$ cat src/rtl/freq_meas_pkg.sv
// Shared constants for the clock-frequency measurement blocks.
package freq_meas_pkg;

    // Measurement FSM state encoding
    localparam logic [1:0] ST_IDLE   = 2'd0;
    localparam logic [1:0] ST_ARMED  = 2'd1;
    localparam logic [1:0] ST_TRACK  = 2'd2;
    localparam logic [1:0] ST_LOCKED = 2'd3;

    // Default counter width and lock depth
    localparam int unsigned CNT_W_DEF    = 16;
    localparam int unsigned LOCK_CNT_DEF = 2;

endpackage

$ cat src/rtl/sync_edge_det.sv
// Multi-flop synchronizer for an asynchronous level plus rising-edge detect.
module sync_edge_det #(
    parameter int unsigned SYNC_STAGES = 2
) (
    input  logic sys_clk,
    input  logic sys_rst_n,
    input  logic async_in,
    output logic lvl,
    output logic rise
);

    logic [SYNC_STAGES-1:0] sync_q;
    logic                   lvl_d;

    // Shift the async input through the synchronizer chain and keep one delayed copy
    always_ff @(posedge sys_clk or negedge sys_rst_n) begin
        if (!sys_rst_n) begin
            sync_q <= '0;
            lvl_d  <= 1'b0;
        end else begin
            sync_q <= {sync_q[SYNC_STAGES-2:0], async_in};
            lvl_d  <= sync_q[SYNC_STAGES-1];
        end
    end

    assign lvl  = sync_q[SYNC_STAGES-1];
    assign rise = lvl & ~lvl_d;

endmodule

$ cat src/rtl/clk_period_meter.sv
// Measures period and high time of a slow asynchronous clock in sys_clk cycles.
module clk_period_meter
    import freq_meas_pkg::*;
#(
    parameter int unsigned CNT_W       = CNT_W_DEF,
    parameter int unsigned SYNC_STAGES = 2,
    parameter int unsigned LOCK_CNT    = LOCK_CNT_DEF
) (
    input  logic             sys_clk,
    input  logic             sys_rst_n,
    input  logic             clk_in,
    output logic [CNT_W-1:0] period,
    output logic [CNT_W-1:0] high_time,
    output logic             meas_valid,
    output logic             locked,
    output logic             timeout
);

    localparam int unsigned   MATCH_W  = 4;
    localparam int unsigned   MATCH_W1 = MATCH_W + 1;
    localparam logic [CNT_W-1:0] CNT_MAX = {CNT_W{1'b1}};

    logic               lvl;
    logic               rise;
    logic [1:0]         state_q;
    logic [1:0]         state_nx;
    logic [CNT_W-1:0]   cnt_q;
    logic [CNT_W-1:0]   hi_cnt_q;
    logic [MATCH_W-1:0] match_q;
    logic [MATCH_W-1:0] match_nx;
    logic               active_c;
    logic               emit_c;
    logic               tmo_c;
    logic               same_c;
    logic               lock_hit_c;

    sync_edge_det #(
        .SYNC_STAGES (SYNC_STAGES)
    ) u_sync (
        .sys_clk   (sys_clk),
        .sys_rst_n (sys_rst_n),
        .async_in  (clk_in),
        .lvl       (lvl),
        .rise      (rise)
    );

    // State register
    always_ff @(posedge sys_clk or negedge sys_rst_n) begin
        if (!sys_rst_n) begin
            state_q <= ST_IDLE;
        end else begin
            state_q <= state_nx;
        end
    end

    // Next-state logic; a rise always wins over a simultaneous timeout
    always_comb begin
        state_nx = state_q;
        case (state_q)
            ST_IDLE: begin
                if (rise) state_nx = ST_ARMED;
            end
            ST_ARMED: begin
                if (rise)       state_nx = ST_TRACK;
                else if (tmo_c) state_nx = ST_IDLE;
            end
            ST_TRACK: begin
                if (rise) begin
                    if (same_c && lock_hit_c) state_nx = ST_LOCKED;
                end else if (tmo_c) begin
                    state_nx = ST_IDLE;
                end
            end
            ST_LOCKED: begin
                if (rise) begin
                    if (!same_c) state_nx = ST_TRACK;
                end else if (tmo_c) begin
                    state_nx = ST_IDLE;
                end
            end
            default: state_nx = ST_IDLE;
        endcase
    end

    // Control decode: emit, timeout and match-counter update
    always_comb begin
        active_c   = (state_q != ST_IDLE);
        emit_c     = active_c & rise;
        tmo_c      = active_c & ~rise & (cnt_q == CNT_MAX);
        same_c     = (cnt_q == period);
        lock_hit_c = ((MATCH_W1'(match_q) + MATCH_W1'(1)) == MATCH_W1'(LOCK_CNT));
        match_nx   = match_q;
        if (tmo_c) begin
            match_nx = '0;
        end else if (emit_c) begin
            case (state_q)
                ST_TRACK:  match_nx = same_c ? (match_q + MATCH_W'(1)) : '0;
                ST_LOCKED: match_nx = same_c ? match_q : '0;
                default:   match_nx = '0;
            endcase
        end
    end

    // Period and high-time counters; reload on rise, saturate, hold in IDLE
    always_ff @(posedge sys_clk or negedge sys_rst_n) begin
        if (!sys_rst_n) begin
            cnt_q    <= '0;
            hi_cnt_q <= '0;
            match_q  <= '0;
        end else begin
            match_q <= match_nx;
            if (rise) begin
                cnt_q    <= CNT_W'(1);
                hi_cnt_q <= CNT_W'(1);
            end else if (active_c) begin
                if (cnt_q != CNT_MAX)
                    cnt_q <= cnt_q + CNT_W'(1);
                if (lvl && (hi_cnt_q != CNT_MAX))
                    hi_cnt_q <= hi_cnt_q + CNT_W'(1);
            end
        end
    end

    // Registered measurement, lock and sticky timeout outputs
    always_ff @(posedge sys_clk or negedge sys_rst_n) begin
        if (!sys_rst_n) begin
            period     <= '0;
            high_time  <= '0;
            meas_valid <= 1'b0;
            locked     <= 1'b0;
            timeout    <= 1'b0;
        end else begin
            meas_valid <= emit_c;
            locked     <= (state_nx == ST_LOCKED);
            if (emit_c) begin
                period    <= cnt_q;
                high_time <= hi_cnt_q;
                timeout   <= 1'b0;
            end else if (tmo_c) begin
                timeout   <= 1'b1;
            end
        end
    end

endmodule

$ cat config.mk
export PLATFORM = sky130hd
export DESIGN_NAME = clk_period_meter
export DESIGN_NICKNAME = d
export VERILOG_FILES = /design/src/rtl/freq_meas_pkg.sv /design/src/rtl/sync_edge_det.sv /design/src/rtl/clk_period_meter.sv
export SDC_FILE = /design/constraint.sdc
export NUM_CORES = 1
export LEC_CHECK = 0
export ABC_AREA = 1
export BUFFER_PORTS_ARGS = -buffer_cell sky130_fd_sc_hd__clkbuf_2
export CAP_MARGIN = 15
export CORE_UTILIZATION = 32
export CTS_CLUSTER_SIZE = 8
export DETAILED_ROUTE_END_ITERATION = 6
export SETUP_SLACK_MARGIN = 0.2
export SYNTH_ARGS = -nofsm -noshare
export SYNTH_HDL_FRONTEND = slang
export SYNTH_SLANG_ARGS = --single-unit
$ cat constraint.sdc
create_clock -name sys_clk -period 2.53 [get_ports sys_clk]
set_clock_uncertainty 0.2 [all_clocks]
set_input_delay 0.1265 -clock sys_clk [delete_from_list [all_inputs] [get_ports sys_clk]]
set_output_delay 0.1265 -clock sys_clk [all_outputs]
set_load 0.1 [all_outputs]
==> impl_table.tex <==
\begin{tabular}{lr}
\hline
Metric & Value \\
\hline
\multicolumn{2}{l}{\textbf{Detailed routing}} \\
Total wire length after detailed routing & 9690 um \\
Residual DRC & 0 \\
Vias & 3564 \\
Total iterations of the first detailed-routing run & 4 \\
Number of nets with antenna violations after routing & 0 \\
DR vias/cell & 4.73 \\
Mean routed wirelength per cell & 12.8 um \\
Number of DRC violations after detailed-routing iteration 0 & 225 \\
\multicolumn{2}{l}{\textbf{Worst setup path}} \\
R2r endpoint & cnt\_q[3] \\
Ordered cell list for the critical path & ha\_1 -> nand3\_2 -> inv\_2 -> nand2\_2 -> nor2\_2 -> o21ai\_4 -> buf\_4 -> nand4\_1 -> o21ai\_1 \\
Setup slack, reg-to-reg & 0.43 ns \\
Required time worst endpoint & 2.59 ns \\
Launching point of the worst reg2reg path & cnt\_q[0] \\
Worst-case reg-to-reg path depth & 9 \\
Timing startpoint of the critical path & cnt\_q[0] \\
Data arrival time of the critical path & 2.16 ns \\
Largest stage delay on the critical path & 0.48 ns \\
Crit Path Class & reg -> reg \\
Crit path capture type & register \\
Critical Path Sink & cnt\_q[3] \\
Standard cell with the maximum stage delay on the critical path & dfrtp\_2 \\
CP max FO & 10 \\
Critical Path Start Type & register \\
\multicolumn{2}{l}{\textbf{Yosys}} \\
Synthesized flop and latch total & 76 \\
Compound-Gate Fraction of Synth Area & 9.22\% \\
Fraction of registers with async set or reset after synthesis & 100\% \\
Synthesis Warnings & 0 \\
Post-synth top flop & dfrtp\_1 \\
Cell area after technology mapping & 4160 um2 \\
Post-synth net total & 540 \\
Sequential element share of the synthesized area & 45.7\% \\
Cell types occupying the most area after synthesis & dfrtp\_1 46\%, nand2\_1 16\%, nand3\_1 4.8\% \\
Fraction of synthesized cell area in xor and xnor cells & 2.31\% \\
Cell types with the highest counts after synthesis & 172 x nand2\_1, 76 x dfrtp\_1, 40 x inv\_1, 40 x nand3\_1, 33 x nor2\_1 \\
Syn Area/Cell & 7.81 um2 \\
Number of different library cells in the post-synthesis netlist & 38 \\
Multiplexer fraction of the synthesized cell area & 0\% \\
Main combinational cell family by area after synthesis & simple AND/OR/NAND/NOR gates \\
Arithmetic-cell share of the synthesized area counting full adders, half adders and majority gates & 1.20\% \\
Area share of and/or/nand/nor cells after synthesis & 33.9\% \\
Most area-hungry cell type in the Yosys netlist & dfrtp\_1 \\
Fraction of post-synthesis cell area in the top cell type by area & 45.7\% \\
Count of flip-flops with a built-in enable after synthesis & 0 \\
Count of mapped cells out of synthesis & 533 \\
Top-count cell post-synth & nand2\_1 \\
\multicolumn{2}{l}{\textbf{Placed design}} \\
Placement-stage worst setup slack & 0.338 ns \\
Last weighted congestion value of the routability-driven placer & 0.855 \\
Cells after DPL & 732 \\
DP Wirelength & 6990 um \\
Count of buffers from port buffering & 37 \\
Cell area after placement & 4510 um2 \\
\multicolumn{2}{l}{\textbf{Timing}} \\
Setup repair after global routing missed its margin & yes \\
Max Slew Vio Count & 0 \\
Rel. slew slack & 54.5\% \\
Tmin final & 2.10 ns \\
Final setup violation count & 0 \\
Max frequency & 476 MHz \\
Period utilization & 83.0\% \\
Final Worst Setup Slack & 0.429 ns \\
Slew @ Worst Pin & 0.678 ns \\
Fin Setup TNS & 0 ns \\
Final hold violation count & 0 \\
\multicolumn{2}{l}{\textbf{Global route}} \\
Pin count of the biggest net entering global routing & 46 \\
Overflow left after global routing & 0 \\
Antenna violations before repair & 0 \\
Total global-route track usage & 16.0\% \\
Wire length of the first global-routing pass & 16500 um \\
Via count of the first global-routing pass & 3558 \\
\multicolumn{2}{l}{\textbf{Floorplanning}} \\
CORE AREA & 12700 um2 \\
Floorplan row count & 41 \\
Die outline width & 116 um \\
I/O pin count & 38 \\
Vertical die dimension & 116 um \\
Die footprint & 13500 um2 \\
Effective utilization at floorplan & 32.9\% \\
\multicolumn{2}{l}{\textbf{CTS}} \\
CTS Sinks & 76 \\
Number of H-tree levels & 3 \\
Clock-pin transition on the worst setup and hold timing paths & 0.06 ns \\
Number of buffers added by the clock tree synthesis step & 9 \\
CTS tree & done \\
Max clock buf depth & 2 \\
Cell chosen for the clock root & clkbuf\_16 \\
Source-to-sink clock delay at the later pin of the worst-skew pair & 0.34 ns \\
\multicolumn{2}{l}{\textbf{Hold path}} \\
Kind of path behind the tightest hold check & in -> async \\
\multicolumn{2}{l}{\textbf{Layout}} \\
Post-route cell area & 4890 um2 \\
Net total in the final layout & 584 \\
Number of diodes & 0 \\
Fill cell instance count of the final layout & 1338 \\
Fraction of final layout cells with drive strength greater than 1 & 20.4\% \\
P\&R area growth vs syn & 17.4\% \\
Non-filler cells in the finished layout & 754 \\
\multicolumn{2}{l}{\textbf{Run}} \\
Number of max-cap violations & 0 \\
\multicolumn{2}{l}{\textbf{Power and ir drop}} \\
Final Power & 3.60 mW \\
Power per unit of standard cell area & 736 nW/um2 \\
Peak supply drop & 0.000450 V \\
Static leakage & 2.32 nW \\
\multicolumn{2}{l}{\textbf{Run status}} \\
Result of the run & finished clean \\
\hline
\end{tabular}
metal layers:
layer,vias to the layer above,track usage [%],routed length [um]
met5,-,0,0
met4,0,7.09,222
met3,17,4.39,344
met2,60,26.6,4630
met1,1680,19.3,4490
li1,1807,-,-
through the flow:
stage / utilization (%) / hold WS, ns
2_1_floorplan: - / -0.369
3_3_place_gp: 35.6 / -0.0293
3_5_place_dp: 35.6 / -0.0312
4_1_cts: 38.3 / 0.137
5_1_grt: 38.6 / 0.186
6_report: 38.6 / 0.120
how the worst min path moves through the flow:
stage	to	depth (start not counted)	startpoint	slack (ns)
after floorplan	cnt_q[0]	0	sys_rst_n	-0.37
after global placement	high_time[10]	1	sys_rst_n	-0.03
after detailed placement	high_time[10]	1	sys_rst_n	-0.03
after CTS	hi_cnt_q[14]	2	sys_rst_n	0.14
after global routing	match_q[3]	2	sys_rst_n	0.19
final	high_time[10]	2	sys_rst_n	0.12
worst max-delay path: cells and delay by family (launching register included):
family                   cells  cell delay, ns
flip-flops                   1            0.48
AND/OR/NAND/NOR              4            0.39
AO/OA/AOI/OAI                2            0.39
buffers and inverters        2            0.30
adder cells (fa/ha/maj)      1            0.26
layout make-up:
type	instances	area [um2]	area share (%)
multi-input combinational	381	1940	39.7
clock inverter	3	42.5	0.870
tap	172	215	4.40
sequential	76	1900	38.9
timing repair buffer	48	275	5.63
inverter	61	231	4.73
clock buffer	13	280	5.73
what timing repair did:
item | in CTS | in global routing
endpoints found under the hold margin | 44 | 0
buffers inserted | 0 | 4
hold buffers | 2 | 0
resized for setup | 0 | 3
setup endpoints to repair | 0 | 10
sequential cells by signal, indices dropped and copies added (netlist names):
register / cells
u_sync.lvl_d: 1
u_sync.sync_q: 2
period: 16
cnt_q: 16
meas_valid: 1
timeout: 1
high_time: 16
state_q: 2
match_q: 4
locked: 1
hi_cnt_q: 16
cells in the final DEF, fill, tap and decap left out, drive strengths merged, types with 7 or more instances in the layout:
| master | Yosys | final |
|---|---|---|
| nor2 | 43 | 43 |
| o31ai | 7 | 7 |
| nand4 | 18 | 18 |
| dfrtp | 76 | 76 |
| o21ai | 52 | 52 |
| nand2 | 178 | 178 |
| buf | 10 | 10 |
| xor2 | 9 | 9 |
| nor3 | 12 | 12 |
| inv | 61 | 61 |
| nand3 | 43 | 43 |
| clkbuf | 5 | 49 |
logic make-up (layout without fill, tap and decap cells):
logic type	after synthesis	after routing
buf+inv	76	125
xor+xnor	11	11
compound gates	66	66
fa+ha+maj	4	4
simple gates	300	300
flops	76	76
power by group:
part           switching [mW]  internal, mW  total, mW
registers               0.115          1.31       1.42
clock network           0.502         0.870       1.37
logic                   0.621         0.186      0.807
Note: power is estimated with default switching activity, not from simulation.
